### config.mk
export PLATFORM = sky130hd
export DESIGN_NAME = pp_place_accum_flat
export DESIGN_NICKNAME = d
export VERILOG_FILES = /design/src/rtl/pp_place_accum_if.sv /design/src/rtl/pp_place_accum.sv /design/src/flat_wrapper.sv
export SDC_FILE = /design/constraint.sdc
export NUM_CORES = 1
export LEC_CHECK = 0
export CAP_MARGIN = 5
export CORE_UTILIZATION = 54
export CTS_CLUSTER_DIAMETER = 200
export CTS_CLUSTER_SIZE = 40
export DETAILED_ROUTE_END_ITERATION = 16
export PLACE_DENSITY = 0.91
export SLEW_MARGIN = 20
export SYNTH_ARGS = -nofsm -noshare
export SYNTH_HDL_FRONTEND = slang
export SYNTH_SLANG_ARGS = --single-unit
### constraint.sdc
create_clock -name clk -period 3.6 [get_ports clk]
set_clock_uncertainty 0.2 [all_clocks]
set_input_delay 0.36 -clock clk [delete_from_list [all_inputs] [get_ports clk]]
set_output_delay 0.36 -clock clk [all_outputs]
set_load 0.01 [all_outputs]
### src/rtl/pp_place_accum_if.sv
// ---------------------------------------------------------------------------
// pp_place_accum_if
// Purpose : bundles the partial-product handshake and result signals of
//           pp_place_accum.
// Handshake: a partial is transferred on a rising clk edge where
//           pp_valid && pp_ready are both high. pp_in and pp_sel must be
//           stable while pp_valid is high. The source may deassert
//           pp_valid at any time. pp_ready does not depend on pp_valid.
// Signals : start    - begin a new product (master -> slave)
//           pp_valid - pp_in/pp_sel valid (master -> slave)
//           pp_in    - partial product, 2*NIB_W bits (master -> slave)
//           pp_sel   - position code of the partial (master -> slave)
//           pp_ready - accumulator accepts a partial (slave -> master)
//           busy     - run in progress (slave -> master)
//           product  - final product, 4*NIB_W bits (slave -> master)
//           done     - one-cycle product-updated pulse (slave -> master)
//           err_dup  - one-cycle duplicate-position pulse (slave -> master)
// ---------------------------------------------------------------------------
interface pp_place_accum_if #(
  parameter int NIB_W = 4
);
  logic                 start;
  logic                 pp_valid;
  logic [2*NIB_W-1:0]   pp_in;
  logic [1:0]           pp_sel;
  logic                 pp_ready;
  logic                 busy;
  logic [4*NIB_W-1:0]   product;
  logic                 done;
  logic                 err_dup;

  modport master (
    output start, pp_valid, pp_in, pp_sel,
    input  pp_ready, busy, product, done, err_dup
  );

  modport slave (
    input  start, pp_valid, pp_in, pp_sel,
    output pp_ready, busy, product, done, err_dup
  );
endinterface

### src/rtl/pp_place_accum.sv
// ---------------------------------------------------------------------------
// pp_place_accum
// Purpose : places each nibble x nibble partial product at its bit weight and
//           accumulates the four partials of an 8x8 multiply into the full
//           product. Partials may arrive in any order, with gaps.
// Ports   : clk     - system clock, rising edge
//           reset   - synchronous, active-high
//           bus     - pp_place_accum_if slave modport (handshake + results)
//           o_state - debug view of the FSM state (0 IDLE, 1 ACCUM, 2 DONE)
// ---------------------------------------------------------------------------
module pp_place_accum #(
  parameter int NIB_W = 4
) (
  input  logic                  clk,
  input  logic                  reset,
  pp_place_accum_if.slave       bus,
  output logic [1:0]            o_state
);
  localparam int ACC_W = 4 * NIB_W;

  typedef enum logic [1:0] {
    S_IDLE  = 2'd0,
    S_ACCUM = 2'd1,
    S_DONE  = 2'd2
  } state_t;

  state_t             r_state;
  state_t             w_next;
  logic [ACC_W-1:0]   r_acc;
  logic [3:0]         r_seen;
  logic [ACC_W-1:0]   r_product;
  logic               r_err_dup;

  logic               w_accept;
  logic               w_dup;
  logic [ACC_W-1:0]   w_placed;
  logic [ACC_W-1:0]   w_acc_sum;
  logic [3:0]         w_seen_next;
  logic               w_complete;

  assign w_accept = (r_state == S_ACCUM) && bus.pp_valid;
  assign w_dup    = r_seen[bus.pp_sel];

  // Both cross terms (a_hi*b_lo, a_lo*b_hi) share the single-nibble weight.
  always_comb begin
    w_placed = '0;
    case (bus.pp_sel)
      2'b00:   w_placed = {{(2*NIB_W){1'b0}}, bus.pp_in};
      2'b01,
      2'b10:   w_placed = {{NIB_W{1'b0}}, bus.pp_in, {NIB_W{1'b0}}};
      default: w_placed = {bus.pp_in, {(2*NIB_W){1'b0}}};
    endcase
  end

  assign w_acc_sum   = r_acc + w_placed;
  assign w_seen_next = r_seen | (4'b0001 << bus.pp_sel);
  // A duplicate never completes a run: only a new position can fill seen.
  assign w_complete  = w_accept && !w_dup && (w_seen_next == 4'b1111);

  always_comb begin
    w_next = r_state;
    case (r_state)
      S_IDLE:  if (bus.start) w_next = S_ACCUM;
      S_ACCUM: if (w_complete) w_next = S_DONE;
      S_DONE:  w_next = S_IDLE;
      default: w_next = S_IDLE;
    endcase
  end

  always_ff @(posedge clk) begin
    if (reset) begin
      r_state   <= S_IDLE;
      r_acc     <= '0;
      r_seen    <= 4'b0000;
      r_product <= '0;
      r_err_dup <= 1'b0;
    end else begin
      r_state   <= w_next;
      r_err_dup <= w_accept && w_dup;
      if (r_state == S_IDLE && bus.start) begin
        r_acc  <= '0;
        r_seen <= 4'b0000;
      end else if (w_accept && !w_dup) begin
        r_acc  <= w_acc_sum;
        r_seen <= w_seen_next;
        // Loading product on the completing edge makes it visible during
        // DONE, aligned with the done pulse.
        if (w_complete) r_product <= w_acc_sum;
      end
    end
  end

  assign bus.pp_ready = (r_state == S_ACCUM);
  assign bus.busy     = (r_state == S_ACCUM) || (r_state == S_DONE);
  assign bus.done     = (r_state == S_DONE);
  assign bus.product  = r_product;
  assign bus.err_dup  = r_err_dup;
  assign o_state      = r_state;
endmodule
### src/flat_wrapper.sv
// flat-port wrapper written by rule: the top's interface ports become plain ports
module pp_place_accum_flat 
#(
  parameter int NIB_W = 4
)
  (clk, reset, o_state, bus_start, bus_pp_valid, bus_pp_in, bus_pp_sel, bus_pp_ready, bus_busy, bus_product, bus_done, bus_err_dup);
  pp_place_accum_if #(.NIB_W(NIB_W)) bus_i ();
  input  logic clk;
  input  logic reset;
  output logic [1:0] o_state;
  input wire logic [$bits(bus_i.start)-1:0] bus_start;
  input wire logic [$bits(bus_i.pp_valid)-1:0] bus_pp_valid;
  input wire logic [$bits(bus_i.pp_in)-1:0] bus_pp_in;
  input wire logic [$bits(bus_i.pp_sel)-1:0] bus_pp_sel;
  output wire logic [$bits(bus_i.pp_ready)-1:0] bus_pp_ready;
  output wire logic [$bits(bus_i.busy)-1:0] bus_busy;
  output wire logic [$bits(bus_i.product)-1:0] bus_product;
  output wire logic [$bits(bus_i.done)-1:0] bus_done;
  output wire logic [$bits(bus_i.err_dup)-1:0] bus_err_dup;
  assign bus_i.start = bus_start;
  assign bus_i.pp_valid = bus_pp_valid;
  assign bus_i.pp_in = bus_pp_in;
  assign bus_i.pp_sel = bus_pp_sel;
  assign bus_pp_ready = bus_i.pp_ready;
  assign bus_busy = bus_i.busy;
  assign bus_product = bus_i.product;
  assign bus_done = bus_i.done;
  assign bus_err_dup = bus_i.err_dup;
  pp_place_accum #(.NIB_W(NIB_W)) u_core (.clk(clk), .reset(reset), .bus(bus_i), .o_state(o_state));
endmodule
==> results of run 1 <==
[layout by cell type (no fill, tap or decap), drive strengths merged, types with 2 or more instances in the layout]
cell type / n
nand2: 47
a22oi: 4
and4: 2
buf: 20
o21ai: 15
or3: 3
inv: 10
nor3b: 4
ha: 24
and2: 8
a31oi: 2
a311o: 3
dfxtp: 39
o22ai: 2
nand3: 13
a21oi: 39
o211a: 2
a2111oi: 2
a211oi: 2
nor2b: 3
clkdlybuf4s50: 35
o211ai: 4
clkbuf: 6
nor3: 3
xor2: 6
a21o: 3
nor4b: 2
nor2: 19
a22o: 4
xnor2: 5
[power by group]
part / switching, mW / internal [mW]
sequential: 0.00556 / 0.439
combinational: 0.113 / 0.0829
clock: 0.152 / 0.203
[repair_timing]
action                     in CTS  in global routing
resized for setup               0                  1
hold buffers                    0                  0
setup endpoints to repair       0                  1
[registers in the layout, indices dropped and copies added (netlist names)]
register,count
u_core.bus.err_dup,1
u_core.r_acc,16
u_core.bus.product,16
u_core.r_seen,4
u_core.o_state,2
[through the flow]
stage / hold slack, ps / setup TNS (ps) / utilization / cell area (um^2)
2_1_floorplan: 241 / 0 / - / 2420
4_1_cts: 260 / 0 / 0.728 / 3020
3_5_place_dp: 250 / -183 / 0.704 / 2920
5_1_grt: 280 / 0 / 0.729 / 3020
3_3_place_gp: 243 / 0 / 0.704 / 2920
6_report: 257 / 0 / 0.729 / 3020
[worst paths after layout]
kind	from	end	slack [ps]	cells past startpoint
max	bus_pp_sel[0]	u_core.bus.product[15]$_SDFFE_PP0P_	190	13
min	u_core.bus.product[8]$_SDFFE_PP0P_	u_core.bus.product[8]$_SDFFE_PP0P_	260	2
max reg2reg	u_core.r_seen[3]$_SDFFE_PP0P_	u_core.bus.product[13]$_SDFFE_PP0P_	900	5
min reg2reg	u_core.bus.product[8]$_SDFFE_PP0P_	u_core.bus.product[8]$_SDFFE_PP0P_	260	2
[cells by family (layout without fill, tap and decap cells)]
| family | after synthesis | count (layout) | synth area share |
|---|---|---|---|
| AO/OA/AOI/OAI | 88 | 88 | 0.236 |
| XOR/XNOR | 11 | 11 | 0.0398 |
| adder cells (fa/ha/maj) | 25 | 25 | 0.132 |
| buffers and inverters | 24 | 72 | 0.0439 |
| flip-flops | 39 | 39 | 0.322 |
| multiplexers | 2 | 2 | 0.0134 |
| AND/OR/NAND/NOR | 108 | 108 | 0.212 |
[area by class of cell]
type                    count  area [um^2]  area share
clock inverters             1         30.0     0.00993
multi-input cells         234         1540       0.509
clock buffers               6         72.6      0.0240
inverters                  10         37.5      0.0124
well taps                  50         62.6      0.0207
flip-flops and latches     39          781       0.258
repair buffers             55          500       0.166
[worst reg2reg max path: cells and delay by family, from the launching register on]
family             cells  cell delay, ps
DFF                    1             330
and+or+nand+nor        2            1110
muxes                  1             490
AOI/OAI and AO/OA      2             530
[routing by layer]
metal	share of wire	up-vias	wire length [um]
li1	-	1153	-
met1	0.45	1084	2810
met2	0.48	56	2960
met3	0.050	11	308
met4	0.019	0	119
met5	0	-	0
==> out/summary.txt, run 1 <==
Chip width = 69.0 um
Placed insts = 388
Max-Cap Viols = 0
Initial antenna violation count = 0
Largest net degree at the start of global routing = 21
Cell Rows = 23
Residual DRC = 0
Synthesized cell area = 2420 um^2
Delay-heaviest family, CP = compound AO/OA/AOI/OAI gates
Period utilisation layout = 0.946
Sink Count = 39
Status = finished clean
Drt total wl = 6200 um
Worst-case clock buffer depth = 2
Iteration-0 DRC Markers = 101
Flop and latch count out of synthesis = 39
IO Count = 36
Fmax = 294 MHz
Final Hold Violating Endpoints = 0
HPWL after detailed placement = 4650 um
Slowest cell on crit path = clkdlybuf4s50_1
Most common cell in the netlist = nand2_1
Startpoint Class = input pin
Finished Layout Cells = 395
CP bufs+invs = 3
Post-synth ARST share = 0
Initial core utilization = 0.584
CP cell instances = clkdlybuf4s50_1 -> inv_1 -> ha_1 -> a22oi_1 -> nor2_1 -> ha_1 -> a21oi_1 -> o211ai_1 -> nor3b_2 -> buf_4 -> o21a_1 -> or3_1 -> a311oi_1
Grt met1 use = 0.354
Clock slew at reported path FFs = 80 ps
Synthesis Warnings = 0
Port Buf Inserts = 35
Data arrival, critical path = 3410 ps
First-pass GRT wire length = 10100 um
RSZ-0062 raised after global routing = no
Peak supply drop = 0.212 mV
Post-Syn Instances = 297
Crit-path max cell delay = 480 ps
Grt met2 use = 0.505
Main synth FF type = dfxtp_1
Worst-path fanout max = 10
Most common cell on crit path = ha_1
Drt pass-1 iters = 4
Net Count, Synth = 336
Worst-Skew Late Latency = 300 ps
Number of flops mapped to enable cells by yosys = 0
Avg WL per Cell = 15.7 um
Power per cell area = 329 nW/um^2
Vias in the first global route = 2262
CP Class = input pin to flip-flop
Post-route setup slack = 194 ps
H-tree depth reported by CTS = 2
Core area = 4140 um^2
Via Count = 2304
Post-synthesis area per instance = 8.15 um^2
# nets final = 384
Worst slew pin tran = 622 ps
Total track usage = 0.292
Relative slew margins = 0.585
Root Buffer = clkbuf_8
Leak pwr = 1.19 nW
Seq/Total Area, Yosys = 0.322
Count of cell types in the netlist = 47
Grt total ovfl = 0
Top cells by count, synth = 47 x nand2_1, 39 x dfxtp_1, 38 x a21oi_1
Minimum clock period = 3410 ps
Routed vias/inst = 5.83
RePlAce Congestion = 1.03
Worst slack, placed = -72.8 ps
Layout cells sized above 1 = 0.0957
Hold Path Class = flip-flop to flip-flop
Post-synth top area cell = dfxtp_1
Die H = 69.0 um
Slew Viols, Final = 0
# diodes = 0
FILL cells = 335
Worst path required time = 3610 ps
CTS Buf Count = 5
Die area = 4760 um^2
TritonCTS clock tree = built
Grt peak-use layer = met2
Share of the synthesized area in the top cell type = 0.322
Met3 GRT Util = 0.0461
Post-CTS Setup Repair Bufs = 0
Kind of end point of the critical path = flip-flop
Synth area leaders = dfxtp_1 32%, ha_1 12%, a21oi_1 7.9%
Final Setup Violations = 0
Area Overhead vs Synth = 24.9%
Routed Antenna Nets = 0
Total power draw = 0.995 mW
Power figures use the tool's default switching activity.
==> run 2: changes to the inputs <==
--- a/config.mk
+++ b/config.mk
@@ -5,12 +5,14 @@
 export SDC_FILE = /design/constraint.sdc
 export NUM_CORES = 1
 export LEC_CHECK = 0
-export CAP_MARGIN = 5
-export CORE_UTILIZATION = 54
+export CAP_MARGIN = 20
+export CORE_UTILIZATION = 60
 export CTS_CLUSTER_DIAMETER = 200
 export CTS_CLUSTER_SIZE = 40
 export DETAILED_ROUTE_END_ITERATION = 16
-export PLACE_DENSITY = 0.91
+export DONT_BUFFER_PORTS = 1
+export GPL_ROUTABILITY_DRIVEN = 0
+export PLACE_DENSITY = 0.87
 export SLEW_MARGIN = 20
 export SYNTH_ARGS = -nofsm -noshare
 export SYNTH_HDL_FRONTEND = slang
==> out/summary.txt, run 2 (synthesis results as in run 1) <==
Status = finished clean
Post-CTS Setup Repair Bufs = 0
Sink Count = 39
Commonest non-fill, non-tap cell in the layout = nand2_1
Startpoint Class = input pin
Final Instance Area = 2560 um^2
Layout cells sized above 1 = 0.0542
Via Count = 2134
Iteration-0 DRC Markers = 151
Reg2reg path depth = 7
Chip width = 65.5 um
Largest net degree at the start of global routing = 19
CTS Buf Count = 5
RSZ-0062 raised after global routing = no
Initial antenna violation count = 0
Die H = 65.5 um
Vias in the first global route = 2022
CP Class = input pin to flip-flop
Routed vias/inst = 6.22
Minimum clock period = 3350 ps
Final Hold Violating Endpoints = 0
CP cell instances = inv_1 -> ha_1 -> a22oi_1 -> nor2_1 -> ha_1 -> nand3_1 -> o211ai_1 -> nor3b_1 -> o211ai_1 -> a2111oi_0 -> a311o_1
Worst-Skew Late Latency = 300 ps
Residual DRC = 0
DP Area = 2450 um^2
Post-CTS resize count = 0
Grt total ovfl = 0
Kind of end point of the critical path = flip-flop
Max-Cap Viols = 0
Relative slew margins = 0.566
Clock slew at reported path FFs = 80 ps
Drt total wl = 5890 um
HPWL after detailed placement = 4240 um
Area Overhead vs Synth = 5.63%
Port Buf Inserts = 0
Hold path cells = 2
Peak supply drop = 0.332 mV
Leak pwr = 0.990 nW
Hold_buf cts = 1
Routed Antenna Nets = 0
Final Setup Violations = 0
Period utilisation layout = 0.930
FILL cells = 313
Worst-case clock buffer depth = 2
Slew Viols, Final = 0
Drt pass-1 iters = 5
H-tree depth reported by CTS = 2
Core area = 3770 um^2
Worst slew pin tran = 634 ps
# nets final = 333
Fmax = 299 MHz
Power per cell area = 363 nW/um^2
Die area = 4290 um^2
# diodes = 0
Worst path required time = 3640 ps
IO Count = 36
R2R Setup Slk = 610 ps
Initial core utilization = 0.642
Hold Path Class = input pin to flip-flop
Setup TNS = 0 ps
Avg WL per Cell = 17.2 um
Data arrival, critical path = 3390 ps
Slowest cell on crit path = a2111oi_0
TritonCTS clock tree = built
Cell Rows = 22
Worst-path fanout max = 5
Total track usage = 0.299
First-pass GRT wire length = 9540 um
Commonest cells after routing, fill and taps aside = 47 x nand2_1, 39 x dfxtp_1, 38 x a21oi_1, 24 x ha_1, 19 x nor2_1
Crit-path max cell delay = 680 ps
Root Buffer = clkbuf_8
-- run 2: routing by layer --
metal / vias to the layer above / GRT usage / wire length, um
met5: - / 0 / 0
met4: 0 / 0.120 / 96
met3: 12 / 0.0729 / 400
met2: 68 / 0.501 / 2840
met1: 1000 / 0.363 / 2560
li1: 1054 / - / -
-- run 2: path summary, 6_finish.rpt --
path / endpoint / from
worst min register to register: u_core.r_acc[0]$_SDFFE_PP0P_ / u_core.r_acc[0]$_SDFFE_PP0P_
worst min-delay path: u_core.bus.err_dup$_SDFF_PP0_ / bus_pp_valid
worst max-delay path: u_core.r_acc[13]$_SDFFE_PP0P_ / bus_pp_sel[0]
worst max register to register: u_core.r_acc[13]$_SDFFE_PP0P_ / u_core.r_acc[4]$_SDFFE_PP0P_
-- run 2: worst max-delay path, delay by kind of cell --
kind / cells / cell delay (ps)
adders and majority gates: 2 / 720
buffers and inverters: 1 / 40
AOI/OAI and AO/OA: 5 / 1670
and+or+nand+nor: 3 / 590
-- run 2: cell type report --
type | instances | area, um^2 | area share
Multi-Input combinational cell | 234 | 1530 | 0.600
Clock buffer | 8 | 100 | 0.0391
Tap cell | 48 | 60.1 | 0.0235
Sequential cell | 39 | 781 | 0.305
Inverter | 10 | 37.5 | 0.0147
Timing Repair Buffer | 4 | 45.0 | 0.0176
-- run 2: where the power goes --
part,total (mW),switching [mW],internal [mW],leakage [nW]
sequential,0.446,0.00739,0.439,0.315
clock,0.328,0.153,0.175,0.0515
combinational,0.153,0.0993,0.0538,0.623
total,0.927,0.260,0.667,0.990
-- run 2: metrics by stage --
stage / util / instances / hold slack [ps] / power (mW) / setup WS [ps]
floorplan: - / 297 / 241 / 0.574 / 549
global placement: 0.649 / 334 / 234 / 0.596 / 366
detailed placement: 0.649 / 334 / 235 / 0.601 / 229
CTS: 0.678 / 343 / 41.0 / 0.929 / 340
global route: 0.678 / 343 / 70.2 / 0.967 / 7.67
finish: 0.678 / 343 / 41.5 / 0.927 / 253
==> run 3: changes to the inputs <==
--- a/config.mk
+++ b/config.mk
@@ -12,6 +12,7 @@
 export DETAILED_ROUTE_END_ITERATION = 16
 export DONT_BUFFER_PORTS = 1
 export GPL_ROUTABILITY_DRIVEN = 0
+export HOLD_SLACK_MARGIN = 0.05
 export PLACE_DENSITY = 0.87
 export SLEW_MARGIN = 20
 export SYNTH_ARGS = -nofsm -noshare
==> out/summary.txt, run 3 (synthesis results as in run 1) <==
HPWL after detailed placement = 4240 um
Switching portion of total power = 0.282
Largest net degree at the start of global routing = 19
Fmax = 310 MHz
Hold Path Class = input pin to flip-flop
Die H = 65.5 um
TritonCTS clock tree = built
Slew Viols, Final = 0
Max-Cap Viols = 0
Final Hold Violating Endpoints = 0
IO Count = 36
Commonest cells after routing, fill and taps aside = 47 x nand2_1, 39 x dfxtp_1, 38 x a21oi_1, 24 x ha_1, 19 x nor2_1
Port Buf Inserts = 0
Flop pwr share = 0.480
Post-CTS Setup Repair Bufs = 0
Kind of end point of the critical path = flip-flop
Core area = 3770 um^2
Avg WL per Cell = 17.4 um
Worst-Skew Late Latency = 300 ps
Final Instance Area = 2570 um^2
Initial antenna violation count = 0
Worst-path fanout max = 5
Initial core utilization = 0.642
Vias in the first global route = 2037
Setup TNS = 0 ps
CP Class = input pin to flip-flop
Die area = 4290 um^2
Clock slew at reported path FFs = 80 ps
# diodes = 0
Drt pass-1 iters = 6
Routed vias/inst = 6.22
Final Setup Violations = 0
Layout cells sized above 1 = 0.0541
Minimum clock period = 3230 ps
Iteration-0 DRC Markers = 146
Sw power = 0.262 mW
Status = finished clean
Grt total ovfl = 0
Pint = 0.668 mW
RSZ-0062 raised after global routing = no
CTS Buf Count = 5
Drt total wl = 5970 um
Total track usage = 0.300
H-tree depth reported by CTS = 2
Worst slew pin tran = 661 ps
# nets final = 334
Commonest non-fill, non-tap cell in the layout = nand2_1
First-pass GRT wire length = 9570 um
Period utilisation layout = 0.897
Area Overhead vs Synth = 6.10%
Chip width = 65.5 um
Worst-case clock buffer depth = 2
Data arrival, critical path = 3280 ps
Relative slew margins = 0.559
CP cell instances = inv_1 -> ha_1 -> a22oi_1 -> nor2_1 -> ha_1 -> nand3_1 -> o211ai_1 -> nor3b_1 -> o211ai_1 -> a2111oi_1 -> a311o_1
Total power draw = 0.930 mW
Peak supply drop = 0.326 mV
Worst slack, placed = 229 ps
FILL cells = 310
Post-route setup slack = 372 ps
Power per cell area = 362 nW/um^2
DP Area = 2450 um^2
Routed Antenna Nets = 0
Startpoint Class = input pin
Hold WS = 149 ps
Sink Count = 39
Cell Rows = 22
Clock network fraction of design power = 0.354
Gate power share = 0.166
Slowest cell on crit path = a2111oi_1
Residual DRC = 0
Worst path required time = 3650 ps
Root Buffer = clkbuf_8
Leak pwr = 0.994 nW
Crit-path max cell delay = 570 ps
Via Count = 2140
run 3: changes by cell type in the layout (fill, tap and decap cells not counted):
| cell | delta |
|---|---|
| a2111oi_0 | -1 |
| a2111oi_1 | +1 |
| dlygate4sd3_1 | +1 |
run 3: final cells by class:
cell class,count,area [um^2],share of cell area
Sequential cell,39,781,0.304
Timing Repair Buffer,5,55.1,0.0214
Clock buffer,8,100,0.0390
Multi-Input combinational cell,234,1540,0.598
Tap cell,48,60.1,0.0234
Inverter,10,37.5,0.0146
run 3: metal layers:
layer / part of all wire / track usage / vias to the layer above
li1: - / - / 1054
met1: 0.42 / 0.362 / 995
met2: 0.49 / 0.501 / 77
met3: 0.072 / 0.0747 / 14
met4: 0.020 / 0.128 / 0
met5: 0 / 0 / -
run 3: path summary, 6_finish.rpt:
path / from / cells past startpoint / slack, ps / to
worst min-delay path: reset / 2 / 150 / u_core.o_state[1]$_SDFFE_PP0P_
worst max-delay path: bus_pp_sel[0] / 11 / 370 / u_core.r_acc[13]$_SDFFE_PP0P_
worst max register to register: u_core.r_acc[4]$_SDFFE_PP0P_ / 7 / 730 / u_core.r_acc[13]$_SDFFE_PP0P_
worst min register to register: u_core.r_acc[0]$_SDFFE_PP0P_ / 2 / 270 / u_core.r_acc[0]$_SDFFE_PP0P_
run 3: metrics by stage:
stage / cells / utilization
3_5_place_dp: 334 / 0.649
2_1_floorplan: 297 / -
4_1_cts: 344 / 0.681
5_1_grt: 344 / 0.681
3_3_place_gp: 334 / 0.649
6_report: 344 / 0.681
run 3: worst max-delay path: cells and delay by family:
| family | cells | cell delay [ps] |
|---|---|---|
| compound gates | 5 | 1570 |
| buf+inv | 1 | 40 |
| fa+ha+maj | 2 | 720 |
| simple gates | 3 | 580 |
run 3: power by group through the flow:
stage / Combinational (mW) / Clock (mW) / Sequential [mW]
CTS: 0.151 / 0.333 / 0.446
finish: 0.154 / 0.330 / 0.446
floorplan: 0.120 / 0 / 0.454
global placement: 0.140 / 0 / 0.455
detailed placement: 0.145 / 0 / 0.456
global route: 0.171 / 0.351 / 0.446
run 3: what timing repair did:
action	in CTS	in global routing
endpoints found under the setup margin	0	1
endpoints found under the hold margin	13	0
resized for setup	0	1
hold buffers	2	0
